===== src/rtl/maxpool_2x2_if.sv =====
// Streaming interface for the 2x2 max-pooling stage.
//   clr        : synchronous frame restart (driver -> pool)
//   en         : A carries a pixel this cycle (driver -> pool)
//   A          : signed input pixel (driver -> pool)
//   Y          : signed pooled result, registered (pool -> driver)
//   valid      : one-cycle pulse, Y is a new result (pool -> driver)
//   frame_done : one-cycle pulse with the last result of a frame (pool -> driver)
interface maxpool_2x2_if #(
    parameter int D_W = 32
);
    logic                  clr;
    logic                  en;
    logic signed [D_W-1:0] A;
    logic signed [D_W-1:0] Y;
    logic                  valid;
    logic                  frame_done;

    modport master (output clr, en, A, input Y, valid, frame_done);
    modport slave  (input clr, en, A, output Y, valid, frame_done);
endinterface


===== src/rtl/maxpool_2x2.sv =====
// Streaming 2x2 / stride-2 max pooling over a raster-ordered activation stream.
// Even rows reduce each horizontal pixel pair into a half-width line buffer;
// odd rows combine their pair maximum with the buffered value and emit a result.
// Ports:
//   clk : clock
//   rst : asynchronous active-high reset
//   bus : maxpool_2x2_if slave (clr, en, A in; Y, valid, frame_done out)
module maxpool_2x2 #(
    parameter int D_W   = 32,
    parameter int IMG_W = 28,
    parameter int IMG_H = 28
) (
    input  logic           clk,
    input  logic           rst,
    maxpool_2x2_if.slave   bus
);

    generate
        if (IMG_W < 2 || (IMG_W % 2) != 0 || IMG_H < 2 || (IMG_H % 2) != 0) begin : g_bad_params
            $fatal(1, "maxpool_2x2: IMG_W and IMG_H must be even and >= 2");
        end
    endgenerate

    localparam int HALF = IMG_W / 2;
    localparam int CW   = (IMG_W > 1) ? $clog2(IMG_W) : 1;
    localparam int RW   = (IMG_H > 1) ? $clog2(IMG_H) : 1;
    localparam int LW   = (HALF > 1) ? $clog2(HALF) : 1;

    function automatic logic signed [D_W-1:0] smax(input logic signed [D_W-1:0] x,
                                                   input logic signed [D_W-1:0] y);
        return (x > y) ? x : y;
    endfunction

    logic [CW-1:0]         col_q, col_d;
    logic [RW-1:0]         row_q, row_d;
    logic signed [D_W-1:0] pair_q, pair_d;
    logic signed [D_W-1:0] y_q, y_d;
    logic                  valid_q, valid_d;
    logic                  frame_done_q, frame_done_d;

    logic signed [D_W-1:0] linebuf_q [HALF];
    logic [LW-1:0]         lb_idx;
    logic                  lb_we;
    logic signed [D_W-1:0] pair_max;
    logic                  col_last, row_last;

    assign lb_idx   = LW'(col_q >> 1);
    assign pair_max = smax(pair_q, bus.A);
    assign col_last = (col_q == CW'(IMG_W - 1));
    assign row_last = (row_q == RW'(IMG_H - 1));

    always_comb begin
        col_d        = col_q;
        row_d        = row_q;
        pair_d       = pair_q;
        y_d          = y_q;
        valid_d      = 1'b0;
        frame_done_d = 1'b0;
        lb_we        = 1'b0;

        if (bus.clr) begin
            // Abandon the partial window; the pixel on A this cycle is dropped.
            col_d = '0;
            row_d = '0;
        end else if (bus.en) begin
            if (col_last) begin
                col_d = '0;
                row_d = row_last ? '0 : row_q + RW'(1);
            end else begin
                col_d = col_q + CW'(1);
            end

            if (!col_q[0]) begin
                pair_d = bus.A;
            end else if (!row_q[0]) begin
                lb_we = 1'b1;
            end else begin
                y_d          = smax(linebuf_q[lb_idx], pair_max);
                valid_d      = 1'b1;
                frame_done_d = col_last && row_last;
            end
        end
    end

    always_ff @(posedge clk or posedge rst) begin
        if (rst) begin
            col_q        <= '0;
            row_q        <= '0;
            pair_q       <= '0;
            y_q          <= '0;
            valid_q      <= 1'b0;
            frame_done_q <= 1'b0;
        end else begin
            col_q        <= col_d;
            row_q        <= row_d;
            pair_q       <= pair_d;
            y_q          <= y_d;
            valid_q      <= valid_d;
            frame_done_q <= frame_done_d;
        end
    end

    // Not reset: every entry is written on an even row before the odd row reads it.
    always_ff @(posedge clk) begin
        if (lb_we) begin
            linebuf_q[lb_idx] <= pair_max;
        end
    end

    assign bus.Y          = y_q;
    assign bus.valid      = valid_q;
    assign bus.frame_done = frame_done_q;

endmodule


===== src/flat_wrapper.sv =====
// flat-port wrapper written by rule: the top's interface ports become plain ports
module maxpool_2x2_flat 
#(
    parameter int D_W   = 32,
    parameter int IMG_W = 28,
    parameter int IMG_H = 28
)
  (clk, rst, bus_clr, bus_en, bus_A, bus_Y, bus_valid, bus_frame_done);
  maxpool_2x2_if #(.D_W(D_W)) bus_i ();
  input  logic clk;
  input  logic rst;
  input wire logic [$bits(bus_i.clr)-1:0] bus_clr;
  input wire logic [$bits(bus_i.en)-1:0] bus_en;
  input wire logic [$bits(bus_i.A)-1:0] bus_A;
  output wire logic [$bits(bus_i.Y)-1:0] bus_Y;
  output wire logic [$bits(bus_i.valid)-1:0] bus_valid;
  output wire logic [$bits(bus_i.frame_done)-1:0] bus_frame_done;
  assign bus_i.clr = bus_clr;
  assign bus_i.en = bus_en;
  assign bus_i.A = bus_A;
  assign bus_Y = bus_i.Y;
  assign bus_valid = bus_i.valid;
  assign bus_frame_done = bus_i.frame_done;
  maxpool_2x2 #(.D_W(D_W), .IMG_W(IMG_W), .IMG_H(IMG_H)) u_core (.clk(clk), .rst(rst), .bus(bus_i));
endmodule

===== config.mk =====
export PLATFORM = sky130hd
export DESIGN_NAME = maxpool_2x2_flat
export DESIGN_NICKNAME = d
export VERILOG_FILES = /design/src/rtl/maxpool_2x2_if.sv /design/src/rtl/maxpool_2x2.sv /design/src/flat_wrapper.sv
export SDC_FILE = /design/constraint.sdc
export NUM_CORES = 1
export LEC_CHECK = 0
export CELL_PAD_IN_SITES_DETAIL_PLACEMENT = 1
export CELL_PAD_IN_SITES_GLOBAL_PLACEMENT = 1
export CORE_ASPECT_RATIO = 2
export CORE_MARGIN = 4
export CORE_UTILIZATION = 25
export DETAILED_ROUTE_END_ITERATION = 8
export PLACE_DENSITY = 0.49
export SLEW_MARGIN = 40
export SYNTH_ARGS = -nofsm -noshare
export SYNTH_HDL_FRONTEND = slang
export SYNTH_SLANG_ARGS = --single-unit

===== constraint.sdc =====
create_clock -name clk -period 5.2 [get_ports clk]
set_input_delay 1.04 -clock clk [delete_from_list [all_inputs] [get_ports clk]]
set_output_delay 1.04 -clock clk [all_outputs]
set_load 0.005 [all_outputs]

==> results of run 1 <==
cell families after synthesis:
group,synth area share (%)
multiplexers,17.74
flip-flops,69.15
AND/OR/NAND/NOR,3.505
AO/OA/AOI/OAI,3.510
buffers and inverters,2.378
adder cells (fa/ha/maj),3.719
repair_timing:
item | 4_1_cts | 5_1_grt
gates cloned | 3 | 1
setup endpoints to repair | 32 | 32
hold buffers | 0 | 0
pin swaps | 17 | 23
buffers inserted | 9 | 5
gates resized for setup | 56 | 78
power by group through the flow:
| stage | clock (mW) | combinational (mW) | sequential [mW] |
|---|---|---|---|
| 2_1_floorplan | 0 | 0.858 | 5.01 |
| 3_3_place_gp | 0 | 1.58 | 5.04 |
| 5_1_grt | 4.12 | 2.06 | 4.97 |
| 6_report | 3.84 | 1.88 | 4.96 |
| 3_5_place_dp | 0 | 1.63 | 5.04 |
| 4_1_cts | 3.97 | 1.80 | 4.95 |
worst paths after layout:
path | end | start | slack [ns]
worst max-delay path | u_core.bus.Y[26]$_DFFE_PP0P_ | bus_A[14] | 0.07
worst min-delay path | u_core.bus.Y[6]$_DFFE_PP0P_ | u_core.bus.Y[6]$_DFFE_PP0P_ | 0.51
worst max register to register | u_core.bus.Y[26]$_DFFE_PP0P_ | u_core.pair_q[15]$_DFFE_PP0P_ | 0.32
worst min register to register | u_core.bus.Y[6]$_DFFE_PP0P_ | u_core.bus.Y[6]$_DFFE_PP0P_ | 0.51
max in group asynchronous | u_core.pair_q[0]$_DFFE_PP0P_ | rst | 3.37
min in group asynchronous | u_core.pair_q[4]$_DFFE_PP0P_ | rst | 0.89
final cells by class:
class	instances	area (sq um)
Inverter	72	275.3
Tap cell	1170	1464
Fill cell	9014	60160
Clock inverter	34	409.1
Multi-Input combinational cell	588	6923
Clock buffer	57	1276
Sequential cell	524	15360
Timing Repair Buffer	227	2188
routing by layer:
metal | routed length [microns] | share of wire [%] | vias to the layer above | track usage, %
li1 | - | - | 5335 | -
met1 | 26580 | 39 | 6623 | 16.68
met2 | 37280 | 55 | 207 | 26.94
met3 | 1709 | 2.5 | 78 | 1.487
met4 | 2325 | 3.4 | 0 | 5.143
met5 | 0 | 0 | - | 0
cells in the mapped netlist (2+ instances only):
library cell and n:
or2_0 10, nor4_1 4, buf_1 7, nor2_1 54, o211ai_1 4, o31ai_1 2
buf_6 2, o21ai_1 11, inv_1 72, nand4_1 11, a21boi_0 2, a21oi_1 65
nor3b_1 3, dfrtp_1 76, edfxtp_1 448, or2_1 5, clkbuf_1 33, and3_1 3
o21ai_0 30, nand2b_1 5, ha_1 66, a21o_1 7, nand2_1 35, nor3_1 9
mux2i_1 20, buf_2 14, mux4_2 127, buf_4 2, nand3_1 14, mux2_2 78
a31o_2 2, nor2b_1 3
registers in the layout, summed over array words and instances (netlist names):
name and count:
u_core.linebuf_q 448, u_core.bus.Y 32, u_core.pair_q 32, u_core.col_q 5
u_core.row_q 5, u_core.bus.frame_done 1, u_core.bus.valid 1
critical path: stages:
cell	delay, ns
dlygate4sd2_1	0.25
inv_2	0.08
ha_4	0.20
nand4_1	0.11
buf_6	0.15
nor2_1	0.10
a221o_1	0.32
o31a_1	0.33
o21ai_4	0.28
buf_12	0.18
mux2i_4	0.28
buf_6	0.15
ha_4	0.14
nand4_1	0.21
nor4_2	0.35
buf_4	0.16
a21o_1	0.16
o41ai_4	0.10
a31o_2	0.27
o211a_4	0.21
buf_12	0.15
buf_16	0.15
a21oi_2	0.12
a21oi_1	0.09
stage by stage:
stage          TNS, ns  cell area [sq um]  setup slack (ns)  instances
2_1_floorplan        0              22210            0.1457       1242
3_3_place_gp    -50.87              25480            -1.653       2564
3_5_place_dp    -41.61              25490            -1.389       2564
4_1_cts              0              27550           0.01844       2667
5_1_grt        -0.4107              27900          -0.04984       2672
6_report             0              27900           0.06947       2672
==> impl_metrics.ini, run 1 <==
[timing]
finClkSkew_ns = 0.02351
maxSlewHeadroom_pct = 48.04
final.period_utilization_pct = 98.66
maxSlewViolCount = 0
fmax_mhz = 194.9
min_period_ns = 5.131
final-setup-viol-count = 0
worstMarginPinSlew_ns = 0.7794
fin_hold_ws_ns = 0.5110
hold_viol_final = 0

[grt]
grt_pass1_wl_microns = 97480
grt_pass1_vias = 13590
grt.total_usage_pct = 14.33
antenna_found_initial = 0
grt_max_degree = 50
grt_overflow = 0

[pwr]
intPower_mw = 7.901
switchingPower_mw = 2.782
p_leak_nw = 9.544
combPwrFrac_pct = 17.6
p_total_mw = 10.68
seqPwrFrac_pct = 46.4
clkPwrFrac_pct = 35.9
vdd_drop_max_mv = 0.2497
sw_frac_of_total_pct = 26.04
cellPowerDensity_nw_per_um2 = 382.9

[logic_synthesis]
synth_seq_cells = 524
synth_area_sq_um = 22210
yosysSeqAreaShare_pct = 69.15
synth-edff-count = 448
syn_inst = 1242
ys.flop_type = edfxtp_1
ys_types = 50
ys_async_sr_fraction_pct = 14.50
syn_nets = 1344
yosys.area.top_type = edfxtp_1
synth_top_area_share_pct = 60.58
yosysWarnings = 0
ys_top_cells_by_area = edfxtp_1 (61%), mux4_2 (13%), dfrtp_1 (8.6%), mux2_2 (4.0%), ha_1 (3.7%)
syn_area_per_cell_sq_um = 17.88

[clock_network]
h-tree-depth = 2
clk_path_buf_depth = 3
clock-sinks = 524
cts_root_buffer = clkbuf_16
clk_latency_ns = 0.59
path_clk_slew_ns = 0.07
cts_tree = built
numCtsBuffers = 49

[route]
via_count = 12240
totalWireLength_microns = 67890
drc = 0
drtIter0Drc = 712
first_pass_iters = 5
via_per_inst = 4.582
antenna_left = 0
routedWlPerCell_microns = 25.41

[cells_and_area]
area_delta_synth_final_pct = 25.65
mostFrequentLayoutCells = edfxtp_1 (448), buf_4 (130), mux4_2 (127), mux2_2 (76), dfrtp_1 (72)
post-route-util_pct = 31.68
layout_commonest_cell = edfxtp_1
num-nets-final = 1564
drive_gt1_share_pct = 35.42
n_antenna_cell = 0

[placement]
place_hpwl_microns = 43980
place_congestion = 0.7683
portBuffers = 69

[setup_path]
reg2regPathDepth = 22
crit_required_ns = 5.68
critPathLaunchType = input pin
worst-path-max-fanout = 9
worst_ep_arrival_time_ns = 5.61
path_class = input pin to register
cp-end-kind = register

[floorplanning]
die_w_microns = 218.7
ioPinCount = 70
coreArea_sq_um = 88060
dieHeight_microns = 429.5
initial_utilization_pct = 25.22
die-area_sq_um = 93940
rows = 154

[outcome]
status = complete, no violations

[run]
drv_cap = 0

[worst_hold_path]
hold_path.class = register to register
hold_depth = 2
Note: power is estimated with default switching activity, not from simulation.
==> run 2, diff against run 1 <==
HOLD_SLACK_MARGIN = 0.15   (was default)
==> results of run 2 <==
Final layout, timing and power as in run 1 (identical DEF).
